<file path="src/rtl/seq_detector_pkg.sv">
// Shared constants and helpers for the programmable serial pattern detector.
// Lengths and masks are computed at 32 bits; callers truncate to their own widths.
package seq_detector_pkg;

    localparam int MAX_LEN_DEF = 8;
    localparam int LEN_W       = $clog2(MAX_LEN_DEF + 1);

    localparam logic [MAX_LEN_DEF-1:0] DEFAULT_PATTERN_DEF = 8'b0000_1011;
    localparam int                     DEFAULT_LEN_DEF     = 4;

    // A zero-length pattern would match nothing meaningful, so it becomes 1.
    function automatic int unsigned clamp_len(input int unsigned len,
                                              input int unsigned max_len);
        if (len == 0) begin
            return 1;
        end else if (len > max_len) begin
            return max_len;
        end
        return len;
    endfunction

    function automatic logic [31:0] len_mask(input int unsigned len);
        if (len >= 32) begin
            return '1;
        end
        return (32'd1 << len) - 32'd1;
    endfunction

endpackage

</file>
<file path="src/rtl/seq_detector_param_sat_counter.sv">
// Saturating event counter with synchronous clear and a sticky saturation flag.
// Clear wins over a simultaneous increment.
module sat_counter #(
    parameter int W = 8
) (
    input  logic         clock,
    input  logic         reset_n,
    input  logic         inc,
    input  logic         clr,
    output logic [W-1:0] count,
    output logic         sat
);

    logic [W-1:0] count_q, count_d;
    logic         sat_q, sat_d;

    always_comb begin
        count_d = count_q;
        sat_d   = sat_q;
        if (clr) begin
            count_d = '0;
            sat_d   = 1'b0;
        end else begin
            if (inc && (count_q != '1)) begin
                count_d = count_q + W'(1);
            end
            sat_d = sat_q | (count_d == '1);
        end
    end

    always_ff @(posedge clock or negedge reset_n) begin
        if (!reset_n) begin
            count_q <= '0;
            sat_q   <= 1'b0;
        end else begin
            count_q <= count_d;
            sat_q   <= sat_d;
        end
    end

    assign count = count_q;
    assign sat   = sat_q;

endmodule

</file>
<file path="src/rtl/seq_detector_param.sv">
// Runtime-programmable serial bit-pattern detector with a registered match pulse,
// overlapping/non-overlapping modes, sample enable and a saturating match counter.
module seq_detector_param
    import seq_detector_pkg::*;
#(
    parameter int                   MAX_LEN         = MAX_LEN_DEF,
    parameter int                   CNT_W           = 8,
    parameter logic [MAX_LEN-1:0]   DEFAULT_PATTERN = MAX_LEN'(DEFAULT_PATTERN_DEF),
    parameter int                   DEFAULT_LEN     = DEFAULT_LEN_DEF
) (
    input  logic                           clock,
    input  logic                           reset_n,
    input  logic                           enable,
    input  logic                           sequence_in,
    input  logic                           cfg_load,
    input  logic [MAX_LEN-1:0]             cfg_pattern,
    input  logic [$clog2(MAX_LEN+1)-1:0]   cfg_len,
    input  logic                           cfg_overlap,
    input  logic                           clear,
    output logic                           detector_out,
    output logic [CNT_W-1:0]               match_count,
    output logic                           count_sat,
    output logic                           armed
);

    localparam int            LW      = $clog2(MAX_LEN + 1);
    localparam logic [LW-1:0] FULL    = LW'(MAX_LEN);
    localparam logic [LW-1:0] RST_LEN = LW'(clamp_len(DEFAULT_LEN, MAX_LEN));

    logic [MAX_LEN-1:0] hist_q, hist_d;
    logic [MAX_LEN-1:0] pat_q, pat_d;
    logic [LW-1:0]      fill_q, fill_d;
    logic [LW-1:0]      len_q, len_d;
    logic               ovl_q, ovl_d;
    logic               det_q, det_d;

    logic [MAX_LEN-1:0] hist_shift;
    logic [MAX_LEN-1:0] mask;
    logic [LW-1:0]      fill_inc;
    logic               sample;
    logic               hit;

    // Match is judged on the history as it will look after this sample is shifted in.
    always_comb begin
        hist_shift = {hist_q[MAX_LEN-2:0], sequence_in};
        fill_inc   = (fill_q == FULL) ? FULL : fill_q + LW'(1);
        mask       = MAX_LEN'(len_mask(32'(len_q)));
        sample     = enable & ~cfg_load;
        hit        = sample
                   && ((hist_shift & mask) == (pat_q & mask))
                   && (fill_inc >= len_q);
    end

    always_comb begin
        hist_d = hist_q;
        fill_d = fill_q;
        pat_d  = pat_q;
        len_d  = len_q;
        ovl_d  = ovl_q;
        det_d  = hit;
        if (cfg_load) begin
            pat_d  = cfg_pattern;
            len_d  = LW'(clamp_len(32'(cfg_len), MAX_LEN));
            ovl_d  = cfg_overlap;
            hist_d = '0;
            fill_d = '0;
        end else if (sample) begin
            hist_d = hist_shift;
            // Non-overlapping mode demands a full set of fresh bits after each match.
            fill_d = (hit && !ovl_q) ? '0 : fill_inc;
        end
    end

    always_ff @(posedge clock or negedge reset_n) begin
        if (!reset_n) begin
            hist_q <= '0;
            fill_q <= '0;
            pat_q  <= DEFAULT_PATTERN;
            len_q  <= RST_LEN;
            ovl_q  <= 1'b1;
            det_q  <= 1'b0;
        end else begin
            hist_q <= hist_d;
            fill_q <= fill_d;
            pat_q  <= pat_d;
            len_q  <= len_d;
            ovl_q  <= ovl_d;
            det_q  <= det_d;
        end
    end

    sat_counter #(
        .W(CNT_W)
    ) u_match_cnt (
        .clock   (clock),
        .reset_n (reset_n),
        .inc     (hit),
        .clr     (clear),
        .count   (match_count),
        .sat     (count_sat)
    );

    assign detector_out = det_q;
    assign armed        = (fill_q >= len_q);

endmodule

</file>
<file path="config.mk">
export PLATFORM = sky130hd
export DESIGN_NAME = seq_detector_param
export DESIGN_NICKNAME = d
export VERILOG_FILES = /design/src/rtl/seq_detector_pkg.sv /design/src/rtl/seq_detector_param_sat_counter.sv /design/src/rtl/seq_detector_param.sv
export SDC_FILE = /design/constraint.sdc
export NUM_CORES = 1
export LEC_CHECK = 0
export CORE_UTILIZATION = 58
export DETAILED_ROUTE_END_ITERATION = 10
export HOLD_SLACK_MARGIN = 0.03
export PLACE_DENSITY = 0.85
export REMOVE_ABC_BUFFERS = 1
export SYNTH_ARGS = -nofsm -noshare
export SYNTH_HDL_FRONTEND = slang
export SYNTH_SLANG_ARGS = --single-unit
</file>
<file path="constraint.sdc">
create_clock -name clock -period 4.22 [get_ports clock]
set_clock_uncertainty 0.05 [all_clocks]
set_input_delay 0.844 -clock clock [delete_from_list [all_inputs] [get_ports clock]]
set_output_delay 0.844 -clock clock [all_outputs]
set_load 0.01 [all_outputs]
</file>
After elaboration in Yosys (flattened, before gate mapping)
Index checks and enable logic that the tools add are counted.
{ "op_classes": {"n_eq_ne": 4, "mux": 16, "magnitude_cmp": 3, "n_reduce_logical": 7, "bitwise": 5, "shift": 1, "add_sub_neg": 3} }
{ "ops": {"columns": ["op", "n"], "rows": [
  ["$mux W4", 7],
  ["$mux W8", 3],
  ["$and A8 B8 Y8", 2],
  ["$mux W7", 2],
  ["$add A8 B1 Y8 const B", 1],
  ["$eq A8 B8 Y1", 1],
  ["$eq A8 B8 Y1 const B", 1],
  ["$ge A4 B4 Y1", 2],
  ["$ne A8 B8 Y1 const B", 1],
  ["$shl A1 B4 Y8 const A", 1],
  ["$sub A8 B1 Y8 const B", 1],
  ["$add A4 B1 Y4 const B", 1],
  ["$eq A4 B4 Y1 const B", 1],
  ["$gt A4 B4 Y1 const B", 1],
  ["$logic_and A1 B1 Y1", 4],
  ["$logic_not A4 Y1", 1],
  ["$mux W1", 4],
  ["$reduce_bool A2 Y1", 1],
  ["$and A1 B1 Y1", 1],
  ["$logic_not A1 Y1", 1],
  ["$not A1 Y1", 1],
  ["$or A1 B1 Y1", 1]
]} }
{ "word_totals": {"in_bits": 19, "output_inout_bits": 11, "ff_bits": 34, "elab_cells": 47} }

Longest topological paths before layout
Gate-level depths: netlist of the first run.
{ "logic_depth": {"depth_word": 12, "depth_mapped": 13, "ltp_nobuf": 12} }

Cells and area by module
A second synthesis of the first run with hierarchy kept.
{ "unflattened": {"cells_unflattened": 202, "hier_area_um2": 2050.7} }
{ "modules_own_cells": {"columns": ["module", "n_inst", "area_per_inst_um2", "cells_per_inst", "seq_area_each_um2"], "rows": [
  ["seq_detector_param", 1, 1492.7, 141, 631.9],
  ["sat_counter", 1, 558.0, 61, 225.2]
]} }

Worst setup path before layout of the first run
No wires, ideal clock.
{ "synth_timing": {"kind": "flip-flop to flip-flop", "from": "reg len_q[0]", "to": "reg u_match_cnt.count_q[7], in the netlist u_match_cnt.count[7]", "stages_incl_launch_ff": 11, "n_path_buf": 1, "setup_time_ns": 0.078, "t_arrival_ns": 2.749, "setup_slack_ns": 1.343, "period_less_slack_ns": 2.877, "t_required_ns": 4.092, "path_cell_list": "dfrtp_1 clkbuf_1 or4_4 ha_1 nor2b_1 o21ai_0 a21oi_1 nor4_4 nand2_2 or4_1 a21oi_1"} }
{ "synth_via": {"elab_chain_cells": 10, "elab_cells_between_ends": 12, "classes_between": "add/sub: 1; order compare: 1; eq/ne: 1; shift: 1; mux: 3; bitwise: 2; reduce/logical: 3"} }
{ "synth_rtl": {"columns": ["element", "line", "text"], "rows": [
  ["from (decl)", "seq_detector_param.sv:33", "logic [LW-1:0] len_q, len_d;"],
  ["from (signal assigned)", "seq_detector_param.sv:86", "len_q <= len_d;"],
  ["$shl A1 B4 Y8", "seq_detector_pkg.sv:26", "return (32'd1 << len) - 32'd1;"],
  ["$sub A8 B1 Y8", "seq_detector_pkg.sv:26", null],
  ["$and A8 B8 Y8", "seq_detector_param.sv:50", "&& ((hist_shift & mask) == (pat_q & mask))"],
  ["$eq A8 B8 Y1", "seq_detector_param.sv:50", null],
  ["$logic_and A1 B1 Y1", "seq_detector_param.sv:50", null],
  ["$logic_and A1 B1 Y1 (*)", "seq_detector_param.sv:51", "&& (fill_inc >= len_q);"],
  ["$logic_and A1 B1 Y1 (*)", "seq_detector_param_sat_counter.sv:24", "if (inc && (count_q != '1)) begin"],
  ["$mux W8 (*)", "seq_detector_param_sat_counter.sv:24", null],
  ["$mux W8 (*) (2 in series)", "seq_detector_param_sat_counter.sv:20", "if (clr) begin"],
  ["net u_match_cnt.count_d[7]", "seq_detector_param_sat_counter.sv:14", "logic [W-1:0] count_q, count_d;"],
  ["to (signal assigned)", "seq_detector_param_sat_counter.sv:36", "count_q <= count_d;"],
  ["to (decl)", "seq_detector_param_sat_counter.sv:14", null]
]} }
Mark *: on every way through the listed nets, which the timed path passes. The rest lies on a longest branch. The select of a mux whose other input is x is not followed.
A chain may end at the register's enable or synchronous reset.

Worst setup path after layout of the first run
Same ends and word-level chain as after synthesis.

==> metrics.cfg, run 1 <==
[power_and_ir_drop]
power.internal_w=0.000477
leakagePower_nw=1.03
clockPowerShare_pct=26.3
sw_frac_of_total_pct=28.9
irDropWorstVdd_uv=198
power_frac_seq_pct=54.2
power_frac_comb_pct=19.4
power_density_nw_per_um2=280
power.switching_w=0.000194
power_w=0.000671

[floorplanning]
dieArea_um2=3710
start_util_pct=60.3
die_h_um=60.9
placementRows=21
die_x_um=60.9
core_area_um2=3340
io_pins=30

[critical_path]
worst-path-max-fanout=11
path_class=flip-flop to flip-flop
cp.required_ns=4.44
crit_chain=or4_4 -> ha_1 -> nor2b_1 -> o21ai_0 -> a21oi_1 -> nor4_4 -> buf_4 -> nand2_2 -> or4_1 -> a21oi_1
cpPeakStageDelay_ns=0.55
r2r_cells=10
crit_top_cell=a21oi_1
end_kind=flip-flop
arrival_ns=3.43
setup.worst_path.start_class=flip-flop
slowest_stage=or4_4

[sta]
finalCritPeriodShare_pct=76.1
holdWs_ns=0.460
drv_slew=0
relSlewSlack_pct=71.7
hold_violations=0
worstMarginPinSlew_ns=0.424
rsz0062_at_grt=false
max_freq_mhz=312
fin_setup_tns_ns=0
setup_viol=0
period_minus_slack_ns=3.21

[global_route]
antenna_found_initial=0
overflow=0
grt_pass1_vias=1637
grt_max_degree=35
groute.usage.overall_pct=26.8
grt_pass1_wl_mm=7.13

[clocking]
clockBufferDepth=2
cts_repair_resize_count=0
cts_hold_buffers=0
numCtsBuffers=5
cts-root-buf=clkbuf_4
insertion_delay_ns=0.35
clk_pin_slew_ns=0.10
cts_setup_buffers=0
cts_tree=done
cts_sinks=34
htree_levels=2

[placed_design]
placed_cells=267
place_congestion=0.898
io_buffer_count=29
place_hpwl_mm=3.30

[routing]
drcViolationCount=0
vias=1612
wl_per_cell_um=16.0
ant_nets=0
viasPerCell=5.86
drt_wl_total_mm=4.41
drtPass1Iterations=4
drtIter0Drc=74

[synth]
syn_inst=197
async_reset_ff_share_pct=100
avgSynthCellArea_um2=10.2
ys_ff_latch=34
ys.flop_type=dfrtp_1
synth_cell_types=44
synth_warnings=0
synth_edf_count=0
ys_seq_area_share_pct=42.6
synth_area_um2=2010

[final_layout]
instances_no_fill=275
fin_util_pct=71.8
final_layout_size_suffix_gt1_share_pct=13.1
syn2layout_area_growth_pct=19.0
final_nets=259
n_antenna_cell=0
n_fill_cell=275
multiInputGateArea_um2=1080
seqCellArea_um2=857

[status]
outcome=complete, no violations

[hold_path]
hold_depth=2
hp-class=flip-flop to flip-flop

[job]
cap_violations=0

==> worst paths after layout <==
check	end	from	slack [ns]
setup / recovery	u_match_cnt.count[7]	len_q[0]	1.01
hold / removal	u_match_cnt.sat	u_match_cnt.sat	0.46
setup reg to reg	u_match_cnt.count[7]	len_q[0]	1.01
hold reg to reg	u_match_cnt.sat	u_match_cnt.sat	0.46
max in group asynchronous	pat_q[0]	reset_n	2.94
min in group asynchronous	len_q[1]	reset_n	0.83
==> final cells by class <==
| cell class | count | share of cell area, % |
|---|---|---|
| sequential | 34 | 35.8 |
| clock buffer | 6 | 1.72 |
| timing repair buffer | 33 | 13.4 |
| tap | 46 | 2.40 |
| multi-input combinational | 146 | 45.1 |
| inverter | 8 | 1.25 |
| clock inverter | 2 | 0.418 |
==> synthesized netlist by cell type, types with 2 or more instances <==
cell	n	share of area (%)
dfrtp_1	29	36
nor2_1	18	3.4
ha_1	12	7.5
nand2_1	11	2.1
a21oi_1	10	2.5
mux2_2	10	5.6
nand3_1	9	2.2
o21ai_0	9	2.2
inv_1	8	1.5
mux2i_1	8	4.0
xnor2_1	7	3.0
nor2b_1	6	1.9
xor2_1	6	2.6
clkbuf_1	5	0.93
dfstp_2	5	6.5
nand2b_1	5	1.6
a32o_1	3	1.5
o211ai_1	3	1.1
nand4_1	2	0.62
nor3_1	2	0.50
nor4b_1	2	0.87
nor4bb_1	2	0.99
o21a_1	2	0.75
o22ai_1	2	0.62
o31ai_1	2	0.75
==> metrics by stage <==
| step | worst slack (ns) | cell area [um2] |
|---|---|---|
| after global placement | 0.967 | 2340 |
| after global routing | 0.863 | 2400 |
| final | 1.01 | 2400 |
| after detailed placement | 0.877 | 2340 |
| after floorplan | 1.20 | 1970 |
| after CTS | 1.03 | 2400 |
==> layer usage <==
metal / GRT usage [%] / routed length (um) / up-vias
met2: 44.6 / 2260 / 57
met1: 31.2 / 1820 / 773
met3: 7.46 / 211 / 11
met4: 14.9 / 115 / 0
met5: 0 / 0 / -
li1: - / - / 771
==> worst max-delay path: cells and delay by family (launching register included) <==
family                     cells  cell delay (ns)
buffers and inverters          1             0.22
and+or+nand+nor                5             1.62
AOI/OAI and AO/OA              3             0.42
DFF                            1             0.53
adders and majority gates      1             0.30
==> cell families after synthesis <==
logic type / Yosys count / synth area share (%)
AND/OR/NAND/NOR: 65 / 18.0
AO/OA/AOI/OAI: 38 / 12.9
flip-flops: 34 / 42.6
multiplexers: 18 / 9.57
buffers and inverters: 17 / 3.79
XOR/XNOR: 13 / 5.66
adder cells (fa/ha/maj): 12 / 7.46
==> power by group through the flow <==
stage	combinational [W]	sequential (W)	clock, W
after CTS	0.000132	0.000364	0.000180
after global placement	0.000122	0.000367	0
final	0.000130	0.000364	0.000177
after detailed placement	0.000132	0.000370	0
after global routing	0.000145	0.000366	0.000193
after floorplan	0.0000781	0.000364	0
==> layout by cell type, fill, tap and decap left out, types with 2 or more instances in the layout <==
cell             netlist  routed
dfstp_2                5       5
nand4_1                2       2
inv_1                  8       8
clkinv_2               0       2
nand2_1               11      11
o211ai_1               3       3
clkbuf_4               0       5
a21oi_1               10      10
o21ai_0                9       9
nand2b_1               5       5
nand3_1                9       9
nor4bb_1               2       2
xor2_1                 6       6
xnor2_1                7       7
a32o_1                 3       3
o22ai_1                2       2
nor4b_1                2       2
nor2b_1                6       6
buf_4                  1       4
o21a_1                 2       2
clkdlybuf4s50_1        0      29
o31ai_1                2       2
mux2_2                10      10
nor2_1                18      18
dfrtp_1               29      29
nor3_1                 2       2
mux2i_1                8       8
ha_1                  12      12
==> sequential cells by signal (all words and copies together) (netlist names) <==
signal / count
ovl_q: 1
detector_out: 1
fill_q: 4
u_match_cnt.sat: 1
hist_q: 7
u_match_cnt.count: 8
pat_q: 8
len_q: 4
Note: power is estimated with default switching activity, not from simulation.
==> run 2, diff against run 1 <==
--- a/config.mk
+++ b/config.mk
@@ -5,10 +5,10 @@
 export SDC_FILE = /design/constraint.sdc
 export NUM_CORES = 1
 export LEC_CHECK = 0
-export CORE_UTILIZATION = 58
+export CORE_UTILIZATION = 54
 export DETAILED_ROUTE_END_ITERATION = 10
 export HOLD_SLACK_MARGIN = 0.03
-export PLACE_DENSITY = 0.85
+export PLACE_DENSITY = 0.8
 export REMOVE_ABC_BUFFERS = 1
 export SYNTH_ARGS = -nofsm -noshare
 export SYNTH_HDL_FRONTEND = slang
==> constraint.sdc (replaced) <==
create_clock -name clock -period 3 [get_ports clock]
set_clock_uncertainty 0.05 [all_clocks]
set_input_delay 0.6 -clock clock [delete_from_list [all_inputs] [get_ports clock]]
set_output_delay 0.6 -clock clock [all_outputs]
set_load 0.01 [all_outputs]
==> run 2 against run 1 <==
Largest cell class unchanged. Cell count increased by 2.9%. Clock power rose by 140%. Non-clock buffer count up 9. Global-route usage shrank 1.5 points. Wire length increased by 2.7%. Highest routed layer unchanged. Design area is 6.4% higher. Core utilization up 2.3 points. Via count is 3.1% higher.
==> metrics.cfg, run 2 (synthesis gave the netlist of run 1 again) <==
[status]
outcome=complete, no violations

[routing]
drt_wl_total_mm=4.53
drtPass1Iterations=4
viasPerCell=5.87
drcViolationCount=0
vias=1662
wl_per_cell_um=16.0
ant_nets=0
drtIter0Drc=96

[clocking]
cts_tree=done
numCtsBuffers=5
htree_levels=2
cts_sinks=34
cts_hold_buffers=0
clockBufferDepth=2
cts-root-buf=clkbuf_8
clk_pin_slew_ns=0.07
insertion_delay_ns=0.29

[critical_path]
end_kind=flip-flop
r2r_start=len_q[2]
arrival_ns=3.07
worst-path-max-fanout=7
r2r_slack_ns=0.09
setup.worst_path.start_class=flip-flop
path_class=flip-flop to flip-flop
cp-startpoint=len_q[2]
cp.required_ns=3.16
r2r_cells=10
timing.rr.end=u_match_cnt.count[4]
worstSetupEndpoint=u_match_cnt.count[4]

[global_route]
antenna_found_initial=0
grt_pass1_wl_mm=7.79
grt_max_degree=35
grt_pass1_vias=1722
groute.usage.overall_pct=25.3
overflow=0

[placed_design]
placed_area_um2=2400
place_congestion=0.853
io_buffer_count=29
placed_cells=274
place_hpwl_mm=3.26

[sta]
max_freq_mhz=344
relSlewSlack_pct=72.1
period_minus_slack_ns=2.91
finalCritPeriodShare_pct=96.8
drv_slew=0
hold_violations=0
setup_viol=0
worstMarginPinSlew_ns=0.419

[final_layout]
n_fill_cell=262
syn2layout_area_growth_pct=26.7
stdcell_area_um2=2550
instances_no_fill=283
n_antenna_cell=0
final_layout_size_suffix_gt1_share_pct=18.1
final_cell_mix=dfrtp_1 (29), clkdlybuf4s50_1 (29), nor2_1 (18)
final_nets=268

[floorplanning]
placementRows=21
io_pins=30
die_h_um=63.1
die_x_um=63.1
dieArea_um2=3980
start_util_pct=58.5
core_area_um2=3440

[power_and_ir_drop]
power.switching_w=0.000281
power_frac_comb_pct=18.7
power_density_nw_per_um2=448
irDropWorstVdd_uv=341
clockPowerShare_pct=37.4
leakagePower_nw=1.10
power_frac_seq_pct=43.9
power.internal_w=0.000860
sw_frac_of_total_pct=24.6

[hold_path]
hp-class=flip-flop to flip-flop

[job]
cap_violations=0

## run 2: cell types whose count changed in the layout (fill, tap and decap cells not counted), moves of 2 or more
cell and change:
buf_4 +9, clkbuf_4 -5, clkbuf_8 +6, clkinv_2 -2
## run 2: worst min path at each step
| stage | end | start | slack, ns | depth (start not counted) |
|---|---|---|---|---|
| 2_1_floorplan | detector_out | reset_n | 0.25 | 0 |
| 3_3_place_gp | u_match_cnt.sat | u_match_cnt.sat | 0.42 | 2 |
| 3_5_place_dp | u_match_cnt.sat | u_match_cnt.sat | 0.42 | 2 |
| 4_1_cts | u_match_cnt.sat | u_match_cnt.sat | 0.46 | 2 |
| 5_1_grt | u_match_cnt.sat | u_match_cnt.sat | 0.48 | 2 |
| 6_report | u_match_cnt.sat | u_match_cnt.sat | 0.45 | 2 |
## run 2: critical path, stage by stage, from the launching register on
cell,delay [ns]
dfstp_2,0.37
or4_4,0.56
ha_4,0.21
nor2b_1,0.12
o21ai_0,0.17
a21oi_1,0.13
nor4_4,0.41
buf_4,0.20
nand3_2,0.10
or3_1,0.34
a21oi_1,0.15
## run 2: per-layer routing
| metal | global-route usage, % | vias to the layer above | wire [um] |
|---|---|---|---|
| met2 | 45.4 | 49 | 2360 |
| met4 | 10.8 | 0 | 126 |
| met3 | 6.34 | 15 | 185 |
| met1 | 28.1 | 817 | 1860 |
| met5 | 0 | - | 0 |
| li1 | - | 781 | - |
## run 2: power by group through the flow
stage,Combinational (W),Sequential (W),Clock [W]
after global placement,0.000191,0.000508,0
after global routing,0.000233,0.000503,0.000447
after detailed placement,0.000201,0.000510,0
after floorplan,0.000110,0.000511,0
final,0.000214,0.000501,0.000427
after CTS,0.000206,0.000501,0.000435
## run 2: repair_timing
item / CTS / global route
setup endpoints to repair: 1 / 5
hold endpoints to repair: 0 / 0
pin swaps: 1 / 1
setup buffers: 2 / 0
resized for setup: 1 / 5
## run 2: cell type report
cell class	count	area, um2	share of cell area, %
multi-input cells	146	1100	43.3
repair buffers	42	388	15.2
inverters	8	30.0	1.18
clock buffers	6	82.6	3.24
flip-flops and latches	34	857	33.6
clock inverters	1	30.0	1.18
well taps	46	57.6	2.26
## run 2: per-stage QoR
stage | setup slack [ns] | power, W | TNS (ns) | hold WS, ns | util, %
after floorplan | -0.0190 | 0.000621 | -0.0190 | 0.254 | -
after global placement | 0.116 | 0.000699 | 0 | 0.424 | 69.6
after detailed placement | 0.0350 | 0.000711 | 0 | 0.423 | 69.6
after CTS | 0.0483 | 0.00114 | 0 | 0.459 | 73.4
after global routing | -0.0221 | 0.00118 | -0.0444 | 0.478 | 74.1
final | 0.0949 | 0.00114 | 0 | 0.454 | 74.1
==> run 3, diff against run 2 <==
--- a/config.mk
+++ b/config.mk
@@ -8,8 +8,9 @@
 export CORE_UTILIZATION = 54
 export DETAILED_ROUTE_END_ITERATION = 10
 export HOLD_SLACK_MARGIN = 0.03
-export PLACE_DENSITY = 0.8
+export PLACE_DENSITY = 0.79
 export REMOVE_ABC_BUFFERS = 1
 export SYNTH_ARGS = -nofsm -noshare
 export SYNTH_HDL_FRONTEND = slang
+export SYNTH_HIERARCHICAL = 1
 export SYNTH_SLANG_ARGS = --single-unit
==> run 3 against run 2 <==
The flow now finishes with violations (setup timing). Design area is 4.9% higher. Cell count grew 6.0%. Clock-buffer cell count grew 1. Non-clock buffer count increased by 11.
==> metrics.cfg, run 3 <==
[floorplanning]
start_util_pct=56.0
die_h_um=63.6
io_pins=30
die_x_um=63.6
core_area_um2=3660
placementRows=22
dieArea_um2=4050

[synth]
async_reset_ff_share_pct=100
synth_edf_count=0
ys_seq_area_share_pct=41.8
synth_most_common_cell=dfrtp_1
avgSynthCellArea_um2=10.2
yosys-top-cells-area=dfrtp_1 (35%), ha_1 (7.3%), mux2_2 (7.1%), dfstp_2 (6.4%), mux2i_1 (4.4%)
synth_top_area_share_pct=35.4
synth_warnings=6
synth_top_area_cell=dfrtp_1
synth_cell_types=50
synth_area_um2=2050
ys_top_cells_by_count=dfrtp_1 (29), nor2_1 (21), a21oi_1 (13), mux2_2 (13), ha_1 (12)
ys_ff_latch=34
ys.flop_type=dfrtp_1
syn_inst=202

[power_and_ir_drop]
irDropWorstVdd_uv=317
power.internal_w=0.000791
power.switching_w=0.000294
power_density_nw_per_um2=406
power_frac_seq_pct=46.1
leakagePower_nw=1.20
sw_frac_of_total_pct=27.1
power_frac_comb_pct=21.4
power_w=0.00109
clockPowerShare_pct=32.5

[final_layout]
final_nets=282
n_antenna_cell=0
final_layout_size_suffix_gt1_share_pct=26.2
final_cell_mix=dfrtp_1 (29), clkdlybuf4s50_1 (28), buf_4 (23)
syn2layout_area_growth_pct=30.4
n_fill_cell=262
final_common_cell=dfrtp_1
stdcell_area_um2=2680

[routing]
ant_nets=0
drtPass1Iterations=4
viasPerCell=5.74
vias=1722
drcViolationCount=0
wl_per_cell_um=15.4
drtIter0Drc=87
drt_wl_total_mm=4.63

[placed_design]
placed_area_um2=2480
io_buffer_count=29
place_congestion=0.891
place_hpwl_mm=2.98

[sta]
rsz0062_at_grt=true
finalCritPeriodShare_pct=118
period_minus_slack_ns=3.54
layout_setup_ws_ns=-0.545
relSlewSlack_pct=70.8
max_freq_mhz=282
worstMarginPinSlew_ns=0.438
hold_violations=0
drv_slew=0
setup_viol=7

[critical_path]
path_class=flip-flop to flip-flop
crit_chain=or4_4 -> ha_4 -> o22ai_2 -> or4b_4 -> a211oi_2 -> nor3b_4 -> nand4_1 -> mux2_4 -> or3b_4 -> o31ai_2
setup.worst_path.start_class=flip-flop
worst-path-max-fanout=3
cp.required_ns=3.15
end_kind=flip-flop
slowest_stage=or4_4
arrival_ns=3.70
cpPeakStageDelay_ns=0.58
cp_top_family=simple AND/OR/NAND/NOR gates
cp_num_buf_inv=0

[status]
outcome=complete, but fails checks
violations=setup timing

[global_route]
overflow=0
grt_max_degree=35
grt_pass1_vias=1598
antenna_found_initial=0
groute.usage.overall_pct=23.5
grt_pass1_wl_mm=7.34

[clocking]
clockBufferDepth=2
clk_pin_slew_ns=0.07
numCtsBuffers=5
cts_tree=done
cts_sinks=34
cts-root-buf=clkbuf_8
htree_levels=2
insertion_delay_ns=0.29

[hold_path]
hp-class=flip-flop to flip-flop

[job]
cap_violations=0

==> run 3: cell types whose count changed after synthesis, sizes merged, moves of 3 or more <==
cell   previous run  this run
nand2            12         9
nor2             18        21
a21oi            10        13
mux2             10        13
nand3             9         4
buf               4         8
==> run 3: area by class of cell <==
class / instances / area (um2) / area share (%)
inverters: 7 / 26.3 / 0.982
repair buffers: 53 / 477 / 17.8
clock buffers: 7 / 86.3 / 3.23
flip-flops and latches: 34 / 857 / 32.0
clock inverters: 1 / 5.00 / 0.187
well taps: 48 / 60.1 / 2.25
multi-input cells: 150 / 1160 / 43.5
==> run 3: worst min-delay path, cell delays in order (launching register included) <==
cell	delay [ns]
dfrtp_1	0.34
nand2b_1	0.07
o31ai_2	0.06
==> run 3: cells by family (layout without fill, tap and decap cells) <==
kind of cell | Yosys count | after routing | synth area share [%]
DFF | 34 | 34 | 41.8
adders and majority gates | 12 | 12 | 7.32
muxes | 22 | 22 | 11.5
buffers and inverters | 18 | 68 | 4.15
and+or+nand+nor | 65 | 65 | 17.3
AOI/OAI and AO/OA | 40 | 40 | 13.2
xor gates and xnor gates | 11 | 11 | 4.70
==> run 3: stage by stage <==
stage / hold WS, ns / setup TNS, ns / cells / util [%] / worst slack [ns]
after floorplan: 0.254 / -2.10 / 191 / - / -0.731
after global placement: 0.434 / -0.862 / 286 / 67.7 / -0.465
after detailed placement: 0.432 / -1.01 / 286 / 67.7 / -0.500
after CTS: 0.450 / -0.672 / 296 / 71.1 / -0.430
after global routing: 0.475 / -2.05 / 300 / 73.1 / -0.616
final: 0.454 / -1.30 / 300 / 73.1 / -0.545
==> run 3: path summary, 6_finish.rpt <==
path / from / endpoint / slack (ns) / depth (start not counted)
setup / recovery: len_q[1] / u_match_cnt/sat / -0.54 / 10
hold / removal: u_match_cnt/sat / u_match_cnt/sat / 0.45 / 2
setup reg to reg: len_q[1] / u_match_cnt/sat / -0.54 / 10
hold reg to reg: u_match_cnt/sat / u_match_cnt/sat / 0.45 / 2
max in group asynchronous: reset_n / pat_q[1] / 1.89 / 2
min in group asynchronous: reset_n / len_q[1] / 0.66 / 2
==> run 3: metal layers <==
layer | global-route usage [%] | part of all wire [%]
met5 | 0 | 0
met3 | 5.43 | 3.7
met4 | 6.82 | 1.6
met1 | 30.9 | 47
met2 | 38.2 | 48
==> run 3: power groups by stage <==
stage,Sequential [W],Combinational (W),Clock (W)
2_1_floorplan,0.000511,0.000107,0
3_3_place_gp,0.000507,0.000207,0
3_5_place_dp,0.000508,0.000213,0
4_1_cts,0.000500,0.000221,0.000356
5_1_grt,0.000503,0.000253,0.000375
6_report,0.000500,0.000232,0.000352
==> run 3: what timing repair did <==
item                       4_1_cts  5_1_grt
setup buffers                    2        4
hold buffers                     0        0
setup endpoints to repair        6       10
gates resized for setup          3       11
pin swaps                        7        8
